[src/rtl/counter_bank_pkg.sv]
// Shared constants for the counter bank: direction and overflow-mode encodings
// plus the default sizing of the bank.
package counter_bank_pkg;

  localparam int N_CH_DEF      = 4;
  localparam int WIDTH_DEF     = 8;
  localparam int DIV_WIDTH_DEF = 24;

  localparam logic DIR_UP   = 1'b0;
  localparam logic DIR_DOWN = 1'b1;

  localparam logic OVF_WRAP = 1'b0;
  localparam logic OVF_SAT  = 1'b1;

endpackage

[src/rtl/counter_bank_ch.sv]
// One counter channel: prioritised update (clear > load > step pulses > tick),
// wrap/saturate overflow handling and edge-detected compare/zero events.
module counter_bank_ch
  import counter_bank_pkg::*;
#(
  parameter int WIDTH = WIDTH_DEF
) (
  input  logic             sys_clk,
  input  logic             reset,
  input  logic             tick,
  input  logic             clear,
  input  logic             dis,
  input  logic             auto_en,
  input  logic             dir,
  input  logic             sat,
  input  logic             up,
  input  logic             down,
  input  logic             load,
  input  logic [WIDTH-1:0] load_val,
  input  logic [WIDTH-1:0] cmp_val,
  output logic [WIDTH-1:0] count,
  output logic             cmp_pulse,
  output logic             zero_pulse,
  output logic             ovf_pulse
);

  localparam logic [WIDTH-1:0] ALL_ONES = '1;
  localparam logic [WIDTH-1:0] ONE      = WIDTH'(1);

  // MSB flags a step that hit the range edge; low bits are the resulting value
  function automatic logic [WIDTH:0] step_fn(input logic [WIDTH-1:0] v,
                                             input logic             dn,
                                             input logic             sat_mode);
    logic             edge_hit;
    logic [WIDTH-1:0] nxt;
    edge_hit = dn ? (v == '0) : (v == ALL_ONES);
    if (edge_hit && sat_mode) nxt = v;
    else if (dn)              nxt = v - ONE;
    else                      nxt = v + ONE;
    return {edge_hit, nxt};
  endfunction

  logic             tick_act;
  logic             step_req;
  logic             step_dn;
  logic [WIDTH:0]   stepped;
  logic [WIDTH-1:0] cnt_nxt;
  logic             ovf_nxt;

  // Simultaneous up/down cancel each other and also swallow this cycle's tick
  always_comb begin
    tick_act = tick && auto_en && !dis && !(up && down);
    step_req = (up ^ down) || tick_act;
    step_dn  = (up ^ down) ? down : (dir == DIR_DOWN);
    stepped  = step_fn(count, step_dn, sat == OVF_SAT);
    cnt_nxt  = count;
    ovf_nxt  = 1'b0;
    if (clear) begin
      cnt_nxt = '0;
    end else if (load) begin
      cnt_nxt = load_val;
    end else if (step_req) begin
      cnt_nxt = stepped[WIDTH-1:0];
      ovf_nxt = stepped[WIDTH];
    end
  end

  logic ovf_p0;
  logic cmp_eq_p1;
  logic zero_eq_p1;

  // Stage p0: count and raw overflow; stage p1: event pulses, one cycle behind count
  always_ff @(posedge sys_clk) begin
    if (reset) begin
      count      <= '0;
      ovf_p0     <= 1'b0;
      cmp_eq_p1  <= 1'b1;
      zero_eq_p1 <= 1'b1;
      cmp_pulse  <= 1'b0;
      zero_pulse <= 1'b0;
      ovf_pulse  <= 1'b0;
    end else begin
      count      <= cnt_nxt;
      ovf_p0     <= ovf_nxt;
      cmp_eq_p1  <= (count == cmp_val);
      zero_eq_p1 <= (count == '0);
      cmp_pulse  <= (count == cmp_val) && !cmp_eq_p1;
      zero_pulse <= (count == '0) && !zero_eq_p1;
      ovf_pulse  <= ovf_p0;
    end
  end

endmodule

[src/rtl/counter_bank.sv]
// Bank of N_CH independent counters sharing one reloadable prescaler whose
// tick acts purely as a clock enable for the channels.
module counter_bank
  import counter_bank_pkg::*;
#(
  parameter int N_CH      = N_CH_DEF,
  parameter int WIDTH     = WIDTH_DEF,
  parameter int DIV_WIDTH = DIV_WIDTH_DEF
) (
  input  logic                    sys_clk,
  input  logic                    reset,
  input  logic [DIV_WIDTH-1:0]    div_reload,
  input  logic [N_CH-1:0]         ch_clear,
  input  logic [N_CH-1:0]         ch_disable,
  input  logic [N_CH-1:0]         ch_auto,
  input  logic [N_CH-1:0]         ch_dir,
  input  logic [N_CH-1:0]         ch_sat,
  input  logic [N_CH-1:0]         ch_up,
  input  logic [N_CH-1:0]         ch_down,
  input  logic [N_CH-1:0]         ch_load,
  input  logic [N_CH*WIDTH-1:0]   load_val,
  input  logic [N_CH*WIDTH-1:0]   cmp_val,
  output logic [N_CH*WIDTH-1:0]   count,
  output logic [N_CH-1:0]         cmp_pulse,
  output logic [N_CH-1:0]         zero_pulse,
  output logic [N_CH-1:0]         ovf_pulse,
  output logic                    tick
);

  localparam logic [DIV_WIDTH-1:0] DIV_ONE = DIV_WIDTH'(1);

  logic [DIV_WIDTH-1:0] div_cnt;

  // div_reload is only sampled on reload, so a change never cuts a period short
  always_ff @(posedge sys_clk) begin
    if (reset) begin
      div_cnt <= div_reload;
      tick    <= 1'b0;
    end else if (div_cnt == '0) begin
      div_cnt <= div_reload;
      tick    <= 1'b1;
    end else begin
      div_cnt <= div_cnt - DIV_ONE;
      tick    <= 1'b0;
    end
  end

  for (genvar i = 0; i < N_CH; i++) begin : g_ch
    counter_bank_ch #(.WIDTH(WIDTH)) u_ch (
      .sys_clk    (sys_clk),
      .reset      (reset),
      .tick       (tick),
      .clear      (ch_clear[i]),
      .dis        (ch_disable[i]),
      .auto_en    (ch_auto[i]),
      .dir        (ch_dir[i]),
      .sat        (ch_sat[i]),
      .up         (ch_up[i]),
      .down       (ch_down[i]),
      .load       (ch_load[i]),
      .load_val   (load_val[i*WIDTH +: WIDTH]),
      .cmp_val    (cmp_val[i*WIDTH +: WIDTH]),
      .count      (count[i*WIDTH +: WIDTH]),
      .cmp_pulse  (cmp_pulse[i]),
      .zero_pulse (zero_pulse[i]),
      .ovf_pulse  (ovf_pulse[i])
    );
  end

endmodule
[config.mk]
export PLATFORM = sky130hd
export DESIGN_NAME = counter_bank
export DESIGN_NICKNAME = d
export VERILOG_FILES = /design/src/rtl/counter_bank_pkg.sv /design/src/rtl/counter_bank_ch.sv /design/src/rtl/counter_bank.sv
export SDC_FILE = /design/constraint.sdc
export NUM_CORES = 1
export LEC_CHECK = 0
export ABC_AREA = 1
export CAP_MARGIN = 10
export CELL_PAD_IN_SITES_DETAIL_PLACEMENT = 1
export CELL_PAD_IN_SITES_GLOBAL_PLACEMENT = 1
export CORE_ASPECT_RATIO = 1.2
export CORE_MARGIN = 2
export CORE_UTILIZATION = 31
export DETAILED_ROUTE_END_ITERATION = 8
export PLACE_DENSITY = 0.77
export SLEW_MARGIN = 20
export SYNTH_ARGS = -nofsm -noshare
export SYNTH_HDL_FRONTEND = slang
export SYNTH_HIERARCHICAL = 1
export SYNTH_SLANG_ARGS = --single-unit
[constraint.sdc]
create_clock -name sys_clk -period 1.8 [get_ports sys_clk]
set_input_delay 0.27 -clock sys_clk [delete_from_list [all_inputs] [get_ports sys_clk]]
set_output_delay 0.27 -clock sys_clk [all_outputs]
set_load 0.1 [all_outputs]
==> metrics.txt <==
Starting Density=31.53%; Reg2Reg Depth=7; vias=7024; Critical Path End Type=register; Power Density=680.0 nW/um^2; CTS tree=yes; CTS sink count=81; vias in the first global route=7449; Max Cap Viol=0; WHS=382.8 ps; Worst slew margin=64.94%; Initial DRC Count=232; Hold WC Path Type=reg -> reg; GR Overflow Total=0; FMAX=540.4 MHz; top cell type's share of synthesized area=26.41%; Worst-Margin Slew=521.5 ps; DR WL/cell=15.90 um; clk buf depth=2; r2r startpoint=tick; antenna fix cells=0; cts hold-fix bufs=0; # setup viols final=1; clock-pin slew on the worst setup and hold paths=60 ps; hold depth=1; worst-path maximum fanout=6; pin count of the biggest net entering global routing=34; H-tree depth=3; max-slew violation count=0; setup slack after layout=-50.35 ps; # nets final=1374; Post-Synthesis Cells=962; Fillers=2490; Critical path origin=ch_down[2]; Root Buffer=clkbuf_16; syn nets=1122; syn_area_per_cell=6.383 sq um; initial antenna violation count=0; Ports=167; # port buffers=166; Worst IR Drop VDD=0.4119 mV; Post-synth ARST share=0%; first-pass GRT wire length=37210 um; Post-DP HPWL=17740 um; LEAKAGE=4.648 nW; ranking of synthesized cells by area=dfxtp_1 26%, nand2_1 20%, ha_1 6.9%; TritonCTS Buffers=9; most frequent cells in the layout=305 x nand2_1, 109 x clkdlybuf4s50_1, 108 x nor2_1; Arr. time, crit path=2090 ps; critical path, cell by cell=buf_8, ha_4, inv_4, nand2_4, nand2_8, buf_4, ha_4, nand2_2, nor2_1, nand3_1, nand2_1, nand2_1, nand3_1, nand2_1, nand2_2, a21oi_2; Critical Setup Path Class=in -> reg; layout cell share with drive strength beyond 1=26.74%; ANT nets after route=0; CP dominant cell by count=nand2_1; Final Wtd Congestion=0.8579; Synth area leader=dfxtp_1; Post-route DRC=0; Hold Violations, Final=0; Critical Path RT=2040 ps; Worst Clk Skew=6.548 ps; Worst Setup Start Kind=primary input; Post-Layout Cell Count=1480; die area=20960 sq um; cell count after placement=1449; commonest non-fill, non-tap cell in the layout=nand2_1; Core ar.=19480 sq um; Cell Rows=56; final period utilization=102.8%; failing checks=setup timing; Area Growth Syn to Fin=61.72%; Synthesis Warnings=6; status=finished, violations left; Post-synth EDFFs=0; Yosys cell types=38; slowest stage delay, CP=290 ps; number of synthesized register bits=81; min-delay src=g_ch[0].u_ch/cmp_eq_p1; slowest CP cell=ha_4; RSZ-0062 raised after global routing=true; prevailing post-synth register cell=dfxtp_1; DR vias/cell=4.746; total iterations of the first detailed-routing run=4; Die Width=132.5 um; register area share after synthesis=26.41%; Die Ht=158.2 um; final WL=23530 um; Post-Syn Area=6141 sq um; final worst path period need=1850 ps; Total GRT Usage=22.15%; Skew-Pair Late Insertion Delay=350 ps
metrics by stage:
| stage | setup slack (ps) | power, mW | setup TNS, ps | area, sq um | utilization [%] |
|---|---|---|---|---|---|
| final | -50.35 | 6.753 | -50.35 | 9931 | 50.98 |
| after global routing | -137.7 | 7.170 | -266.1 | 9931 | 50.98 |
| after CTS | 0.02887 | 6.702 | 0 | 9733 | 49.97 |
| after detailed placement | -720.8 | 4.688 | -19050 | 9183 | 47.14 |
| after global placement | -626.0 | 4.615 | -16710 | 9183 | 47.14 |
| after floorplan | 7.941 | 3.599 | 0 | 6422 | - |
sequential cells by signal (all words and copies together) (netlist names):
register              cells
div_cnt                  24
tick                      1
g_ch.u_ch/zero_eq_p1      4
g_ch.u_ch/zero_pulse      4
g_ch.u_ch/cmp_eq_p1       4
g_ch.u_ch/count          32
g_ch.u_ch/ovf_pulse       4
g_ch.u_ch/cmp_pulse       4
g_ch.u_ch/ovf_p0          4
routing by layer:
layer,vias up,track usage [%],part of all wire (%),wire (um)
li1,3561,-,-,-
met1,3276,24.48,41,9592
met2,156,42.91,53,12480
met3,31,3.682,4.0,946
met4,0,7.168,2.1,505
met5,-,0,0,0
worst max-delay path: cells and delay by family:
family / cells / cell delay, ps
adder cells (fa/ha/maj): 2 / 580
AO/OA/AOI/OAI: 1 / 50
AND/OR/NAND/NOR: 10 / 900
buffers and inverters: 3 / 280
synth_stat cells (2+ instances only):
library cell / instances
or2_1: 4
o21ai_2: 4
dfxtp_1: 81
fa_1: 4
nor4_1: 9
clkbuf_1: 4
nand3_1: 68
inv_1: 101
nor2_1: 109
and2_1: 2
clkinv_1: 8
inv_2: 11
a21o_1: 2
nand2_4: 5
a21oi_1: 40
nor3_1: 5
nand2_2: 19
xnor2_1: 5
o31ai_1: 2
or2_4: 2
o31ai_2: 2
nand3_2: 4
o21ai_0: 14
nand4_1: 16
ha_1: 34
nand3b_1: 4
or2_2: 2
nand2_1: 324
xor2_1: 44
o21ai_1: 4
nand4_2: 4
a21oi_2: 4
nor2_2: 9
o2111a_1: 4
buf_6: 5
final timing paths:
check / end / slack (ps)
min reg2reg: g_ch[0].u_ch/cmp_pulse / 380
min: g_ch[0].u_ch/cmp_pulse / 380
max reg2reg: g_ch[0].u_ch/count[6] / 100
max: g_ch[2].u_ch/count[7] / -50
where the power goes:
part           internal [mW]  total, mW  switching [mW]
combinational           1.24       2.75            1.51
clock                   1.07       1.87           0.797
sequential              1.93       2.14           0.208
cells by family after synthesis:
family | count (synthesis) | synth area share [%]
DFF | 81 | 26.41
xor gates and xnor gates | 49 | 6.989
buffers and inverters | 130 | 8.618
AOI/OAI and AO/OA | 76 | 7.498
adders and majority gates | 38 | 8.232
and+or+nand+nor | 588 | 42.26
area by class of cell:
cell class / instances / area (sq um) / share of cell area (%)
Sequential cell: 81 / 1663 / 16.74
Clock inverter: 6 / 58.81 / 0.5922
Multi-Input combinational cell: 754 / 4596 / 46.28
Inverter: 120 / 455.4 / 4.586
Timing Repair Buffer: 248 / 2603 / 26.21
Tap cell: 261 / 326.6 / 3.288
Clock buffer: 10 / 229.0 / 2.306
what timing repair did:
item	CTS	global route
setup buffers	5	7
gates cloned	2	1
gates resized for setup	54	53
endpoints found under the setup margin	32	25
pin swaps	23	31
(Power assumes the default switching activity.)
